### src/rtl/vga_frame_reader.sv
// VGA frame reader: 640x480@60 timing, 4x upscale of a 160x120 RGB332 framebuffer,
// RGB332 -> RGB444 expansion. Three-stage pipeline: counters, address, RAM data, pins.
module vga_frame_reader #(
  parameter int unsigned H_VISIBLE = 640,
  parameter int unsigned H_FP      = 16,
  parameter int unsigned H_SYNC    = 96,
  parameter int unsigned H_BP      = 48,
  parameter int unsigned V_VISIBLE = 480,
  parameter int unsigned V_FP      = 10,
  parameter int unsigned V_SYNC    = 2,
  parameter int unsigned V_BP      = 33,
  parameter int unsigned FB_WIDTH  = 160,
  parameter int unsigned ADDR_W    = 15
) (
  input  logic              clk,
  input  logic              rst,
  output logic [ADDR_W-1:0] DP_RAM_addr_out,
  input  logic [7:0]        DP_RAM_data_out,
  output logic              vga_hsync,
  output logic              vga_vsync,
  output logic [3:0]        vga_red,
  output logic [3:0]        vga_green,
  output logic [3:0]        vga_blue,
  output logic              frame_start
);

  localparam int unsigned H_TOTAL = H_VISIBLE + H_FP + H_SYNC + H_BP;
  localparam int unsigned V_TOTAL = V_VISIBLE + V_FP + V_SYNC + V_BP;
  localparam int unsigned HW      = $clog2(H_TOTAL);
  localparam int unsigned VW      = $clog2(V_TOTAL);

  localparam logic [HW-1:0] H_LAST = HW'(H_TOTAL - 1);
  localparam logic [VW-1:0] V_LAST = VW'(V_TOTAL - 1);
  localparam logic [HW-1:0] H_VIS  = HW'(H_VISIBLE);
  localparam logic [VW-1:0] V_VIS  = VW'(V_VISIBLE);
  localparam logic [HW-1:0] H_SS   = HW'(H_VISIBLE + H_FP);
  localparam logic [HW-1:0] H_SE   = HW'(H_VISIBLE + H_FP + H_SYNC);
  localparam logic [VW-1:0] V_SS   = VW'(V_VISIBLE + V_FP);
  localparam logic [VW-1:0] V_SE   = VW'(V_VISIBLE + V_FP + V_SYNC);

  // Stage 0: raster counters
  logic [HW-1:0] h_cnt;
  logic [VW-1:0] v_cnt;

  // Stage 0 decode
  logic              active_s0;
  logic              hsync_s0;
  logic              vsync_s0;
  logic              first_s0;
  logic [ADDR_W-1:0] addr_s0;

  // Stages 1 and 2 carry timing alongside the RAM access
  logic active_s1_q, hsync_s1_q, vsync_s1_q, first_s1_q;
  logic active_s2_q, hsync_s2_q, vsync_s2_q, first_s2_q;

  // Raster counters: h wraps every line, v advances on h wrap and wraps at frame end
  always_ff @(posedge clk) begin
    if (rst) begin
      h_cnt <= '0;
      v_cnt <= '0;
    end else if (h_cnt == H_LAST) begin
      h_cnt <= '0;
      v_cnt <= (v_cnt == V_LAST) ? '0 : v_cnt + 1'b1;
    end else begin
      h_cnt <= h_cnt + 1'b1;
    end
  end

  // Stage 0 decode: visibility, raw syncs, first-pixel marker and framebuffer address
  always_comb begin
    active_s0 = (h_cnt < H_VIS) && (v_cnt < V_VIS);
    hsync_s0  = !((h_cnt >= H_SS) && (h_cnt < H_SE));
    vsync_s0  = !((v_cnt >= V_SS) && (v_cnt < V_SE));
    first_s0  = (h_cnt == '0) && (v_cnt == '0);
    // 4x replication: drop the two LSBs of each counter
    addr_s0   = ADDR_W'(v_cnt >> 2) * ADDR_W'(FB_WIDTH) + ADDR_W'(h_cnt >> 2);
  end

  // Stage 1: issue the RAM address (0 while blanked) and delay timing
  always_ff @(posedge clk) begin
    if (rst) begin
      DP_RAM_addr_out <= '0;
      active_s1_q     <= 1'b0;
      hsync_s1_q      <= 1'b1;
      vsync_s1_q      <= 1'b1;
      first_s1_q      <= 1'b0;
    end else begin
      DP_RAM_addr_out <= active_s0 ? addr_s0 : '0;
      active_s1_q     <= active_s0;
      hsync_s1_q      <= hsync_s0;
      vsync_s1_q      <= vsync_s0;
      first_s1_q      <= first_s0;
    end
  end

  // Stage 2: wait out the RAM read latency
  always_ff @(posedge clk) begin
    if (rst) begin
      active_s2_q <= 1'b0;
      hsync_s2_q  <= 1'b1;
      vsync_s2_q  <= 1'b1;
      first_s2_q  <= 1'b0;
    end else begin
      active_s2_q <= active_s1_q;
      hsync_s2_q  <= hsync_s1_q;
      vsync_s2_q  <= vsync_s1_q;
      first_s2_q  <= first_s1_q;
    end
  end

  // Stage 3: expand RGB332 to RGB444 by replicating MSBs, blank outside the visible area
  always_ff @(posedge clk) begin
    if (rst) begin
      vga_red     <= '0;
      vga_green   <= '0;
      vga_blue    <= '0;
      vga_hsync   <= 1'b1;
      vga_vsync   <= 1'b1;
      frame_start <= 1'b0;
    end else begin
      vga_red     <= active_s2_q ? {DP_RAM_data_out[7:5], DP_RAM_data_out[7]} : 4'h0;
      vga_green   <= active_s2_q ? {DP_RAM_data_out[4:2], DP_RAM_data_out[4]} : 4'h0;
      vga_blue    <= active_s2_q ? {DP_RAM_data_out[1:0], DP_RAM_data_out[1:0]} : 4'h0;
      vga_hsync   <= hsync_s2_q;
      vga_vsync   <= vsync_s2_q;
      frame_start <= first_s2_q;
    end
  end

endmodule

### config.mk
export PLATFORM = sky130hd
export DESIGN_NAME = vga_frame_reader
export DESIGN_NICKNAME = d
export VERILOG_FILES = /design/src/rtl/vga_frame_reader.sv
export SDC_FILE = /design/constraint.sdc
export NUM_CORES = 1
export LEC_CHECK = 0
export CAP_MARGIN = 20
export CELL_PAD_IN_SITES_DETAIL_PLACEMENT = 0
export CELL_PAD_IN_SITES_GLOBAL_PLACEMENT = 2
export CORE_MARGIN = 3
export CORE_UTILIZATION = 36
export CTS_CLUSTER_DIAMETER = 150
export DETAILED_ROUTE_END_ITERATION = 8
export GPL_ROUTABILITY_DRIVEN = 0
export PLACE_DENSITY_LB_ADDON = 0.1
export SLEW_MARGIN = 20
export SYNTH_ARGS = -nofsm -noshare
export SYNTH_HDL_FRONTEND = slang
export SYNTH_SLANG_ARGS = --single-unit
### constraint.sdc
create_clock -name clk -period 7.1 [get_ports clk]
set_clock_uncertainty 0.05 [all_clocks]
set_input_delay 1.42 -clock clk [delete_from_list [all_inputs] [get_ports clk]]
set_output_delay 1.42 -clock clk [all_outputs]
set_load 0.02 [all_outputs]
==> impl_metrics.tcl <==
set metrics [dict create \
    run_status "finished, final reports clean" \
    final_util_pct 46.15 \
    fmaxAchievable_mhz 295.2 \
    final_cell_mix "sky130_fd_sc_hd__dfxtp_1 (54), sky130_fd_sc_hd__clkdlybuf4s50_1 (39), sky130_fd_sc_hd__nor2_1 (31)" \
    routed-via-count 1787 \
    final_common_cell "sky130_fd_sc_hd__dfxtp_1" \
    cts_resized 0 \
    switching_power_share_of_the_total_pct 23.74 \
    setup_repair_after_global_routing_missed_its_margin "no" \
    postLayoutSetupSlackWorst_ns 3.713 \
    core_area_mm2 0.006531 \
    numClockSinks 54 \
    synth_seq_area_share_pct 43.29 \
    reg_to_reg_end "DP_RAM_addr_out[14]" \
    cts_setup_buffers 0 \
    viasPerCell 4.817 \
    critical_path.slowest_cell "sky130_fd_sc_hd__clkdlybuf4s50_1" \
    synth-edff-count 0 \
    irDropWorstVdd_mv 0.08393 \
    layout-area-overhead-vs-synth_pct 20.69 \
    holdWs_ns 0.3685 \
    setup_viol_count_final 0 \
    critical-path-max-stage-delay_ns 1.01 \
    p_seq_share_pct 60.1 \
    setup.reg_to_reg.worst_slack_ns 4.27 \
    cp.required_ns 7.24 \
    grt-ovfl-total 0 \
    finalHoldViolCount 0 \
    critical_path.endpoint_type "flop" \
    number_of_buffers_created_by_cts 5 \
    wl_per_cell_um 12.70 \
    worstPathCellList "clkdlybuf4s50_1 -> nor2_1 -> nand3_1 -> inv_1 -> and2_1 -> mux2_1" \
    numPortBuffers 39 \
    chipHeight_um 89.29 \
    critPathLaunchType "input pin" \
    final_period_minus_worst_setup_slack_ns 3.387 \
    clk_pin_slew_ns 0.11 \
    post-dp-hpwl_um 3577 \
    final_layout_size_suffix_gt1_share_pct 9.184 \
    yosysUniqueCellTypes 51 \
    die_width_um 89.29 \
    worstSkewPairLatency_ns 0.31 \
    hold_buffers 0 \
    worst_ep_arrival_time_ns 3.53 \
    antenna_found_initial 0 \
    worst_r2r_startpoint "v_cnt[3]" \
    dominantRegCellSynth "sky130_fd_sc_hd__dfxtp_1" \
    cts_max_path_buffers 2 \
    synthesis.nets 288 \
    clock_network_fraction_of_design_power_pct 35.1 \
    start_point_of_the_worst_min_delay_path "hsync_s1_q" \
    initial_utilization_pct 38.24 \
    antenna-diode-count 0 \
    synthesis.area_per_instance_um2 9.717 \
    grt_start_max_net_pins 25 \
    layout.filler_cells 660 \
    fin_nets 324 \
    yosys-mux-area-fraction_pct 0.4509 \
    critical-path-top-delay-family "buffers and inverters" \
    drv_slew 0 \
    htree_levels 2 \
    synth.yosys.warnings 0 \
    p_sw_mw 0.1225 \
    cts_tree "built" \
    dominant_cells_by_area_after_synthesis "sky130_fd_sc_hd__dfxtp_1 (43%), sky130_fd_sc_hd__ha_1 (9.5%), sky130_fd_sc_hd__xor2_1 (4.9%), sky130_fd_sc_hd__nor2_1 (4.7%), sky130_fd_sc_hd__and2_1 (3.3%)" \
    worst-slew-pin-transition_ns 0.8338 \
    yosysTopAreaCellShare_pct 43.29 \
    boundaryPins 40 \
    first_iter_violations 60 \
    synth-adder-area-share_pct 11.12 \
    worstHoldEndpoint "hsync_s2_q" \
    timing.max_cap.violations 0 \
    synthSimpleGateAreaFrac_pct 26.60 \
    relSlewSlack_pct 44.24 \
    synth_top_family_by_area "simple AND/OR/NAND/NOR gates" \
    hold_class "reg2reg" \
    power_density_over_the_cells_mw_per_mm2 171.1 \
    synth-compound-area-share_pct 6.713 \
    first_pass_grt_wire_length_um 7797 \
    critical_path_peak_fanout 24 \
    timing.final.crit_share_pct 47.71 \
    rows 29 \
    post-synth-top-area-cell "sky130_fd_sc_hd__dfxtp_1" \
    count_of_unresolved_drc_violations_after_routing 0 \
    postRouteAntennaNets 0 \
    worst-r2r-cell-count 8 \
    drt-pass1-iter-count 4 \
    preCtsSetupSlack_ns 3.347 \
    power.static_leakage_nw 1.226 \
    synthXorXnorAreaFrac_pct 7.715 \
    worst-path-buf-inv 2 \
    clk_root_buffer_cell "sky130_fd_sc_hd__clkbuf_8" \
    synth.cell_area_mm2 0.002497 \
    postSynthRegisterBits 54 \
    critical_path_class "in2reg" \
    internal-power_mw 0.3934 \
    comb_power_share_pct 4.8 \
    ys_async_sr_fraction_pct 0 \
    postSynthCellCount 257 \
    min_delay_path_depth 1 \
    global_route_total_usage_across_every_layer_pct 12.49 \
    timing.setup.tns_ns 0 \
    floorplan.die_area_mm2 0.007973 \
    first_global_vias 1587 \
    routed_wirelength_um 4711 \
]
[worst reg2reg max path, cell delays in order, from the launching register on]
cell	delay, ns
sky130_fd_sc_hd__dfxtp_1	0.48
sky130_fd_sc_hd__ha_1	0.28
sky130_fd_sc_hd__ha_1	0.23
sky130_fd_sc_hd__fa_1	0.41
sky130_fd_sc_hd__a211oi_1	0.33
sky130_fd_sc_hd__nor2_1	0.10
sky130_fd_sc_hd__xor2_1	0.31
sky130_fd_sc_hd__nand4b_1	0.19
sky130_fd_sc_hd__mux2_1	0.35
[power by group through the flow]
| stage | registers (mW) | logic [mW] | clock network, mW |
|---|---|---|---|
| after floorplan | 0.318 | 0.0128 | 0 |
| after global placement | 0.317 | 0.0248 | 0 |
| after detailed placement | 0.317 | 0.0252 | 0 |
| after CTS | 0.310 | 0.0253 | 0.189 |
| after global routing | 0.311 | 0.0276 | 0.198 |
| final | 0.310 | 0.0246 | 0.181 |
[cell families (layout without fill, tap and decap cells)]
kind of cell | after synthesis | count (layout)
adder cells (fa/ha/maj) | 21 | 21
XOR/XNOR | 22 | 22
AO/OA/AOI/OAI | 23 | 23
multiplexers | 1 | 1
flip-flops | 54 | 54
AND/OR/NAND/NOR | 116 | 116
buffers and inverters | 20 | 57
[final cells by class]
class,count,area (um2),share of cell area (%)
tap,77,96.34,3.196
clock inverter,3,26.28,0.8717
multi-input combinational,183,1314,43.59
inverter,10,37.54,1.245
clock buffer,5,68.82,2.283
timing repair buffer,39,390.4,12.95
sequential,54,1081,35.87
[how the worst max path moves through the flow]
stage / startpoint / depth (start not counted) / end
3_3_place_gp: rst / 6 / DP_RAM_addr_out[14]
2_1_floorplan: v_cnt[5] / 8 / DP_RAM_addr_out[14]
3_5_place_dp: rst / 6 / DP_RAM_addr_out[14]
5_1_grt: rst / 6 / DP_RAM_addr_out[14]
4_1_cts: rst / 6 / DP_RAM_addr_out[14]
6_report: rst / 6 / DP_RAM_addr_out[14]
[registers in the layout, indices dropped and copies added, names as in the netlist]
register,count
frame_start,1
v_cnt,10
active_s2_q,1
active_s1_q,1
vga_red,3
hsync_s2_q,1
vga_hsync,1
first_s1_q,1
vga_vsync,1
first_s2_q,1
vga_blue,2
vga_green,3
vsync_s2_q,1
hsync_s1_q,1
DP_RAM_addr_out,15
vsync_s1_q,1
h_cnt,10
[layer usage]
layer | GRT usage, % | part of all wire, % | vias up
met5 | 0 | 0 | -
met4 | 3.654 | 0.83 | 0
met3 | 3.226 | 5.5 | 4
met2 | 18.62 | 42 | 44
met1 | 17.75 | 52 | 787
li1 | - | - | 952
[per-stage QoR]
stage,cell area [um2],cells,power [mW]
after global routing,3014,371,0.5366
after global placement,2919,363,0.3419
after detailed placement,2919,363,0.3424
after CTS,3014,371,0.5249
after floorplan,2497,257,0.3309
final,3014,371,0.5158
[cells in the mapped netlist (all sizes together) (2+ instances only)]
cell / instances
or2: 4
xnor2: 8
nand2: 11
nand4: 6
nor3b: 3
fa: 2
nand3: 8
inv: 10
clkbuf: 4
nor4: 3
dfxtp: 54
a211oi: 4
a21o: 2
nor2: 32
and2: 14
nor3: 11
ha: 19
or4: 3
xor2: 14
o21ai: 5
nor2b: 7
and3: 6
a21oi: 4
or2b: 2
buf: 6
Power figures use the tool's default switching activity.
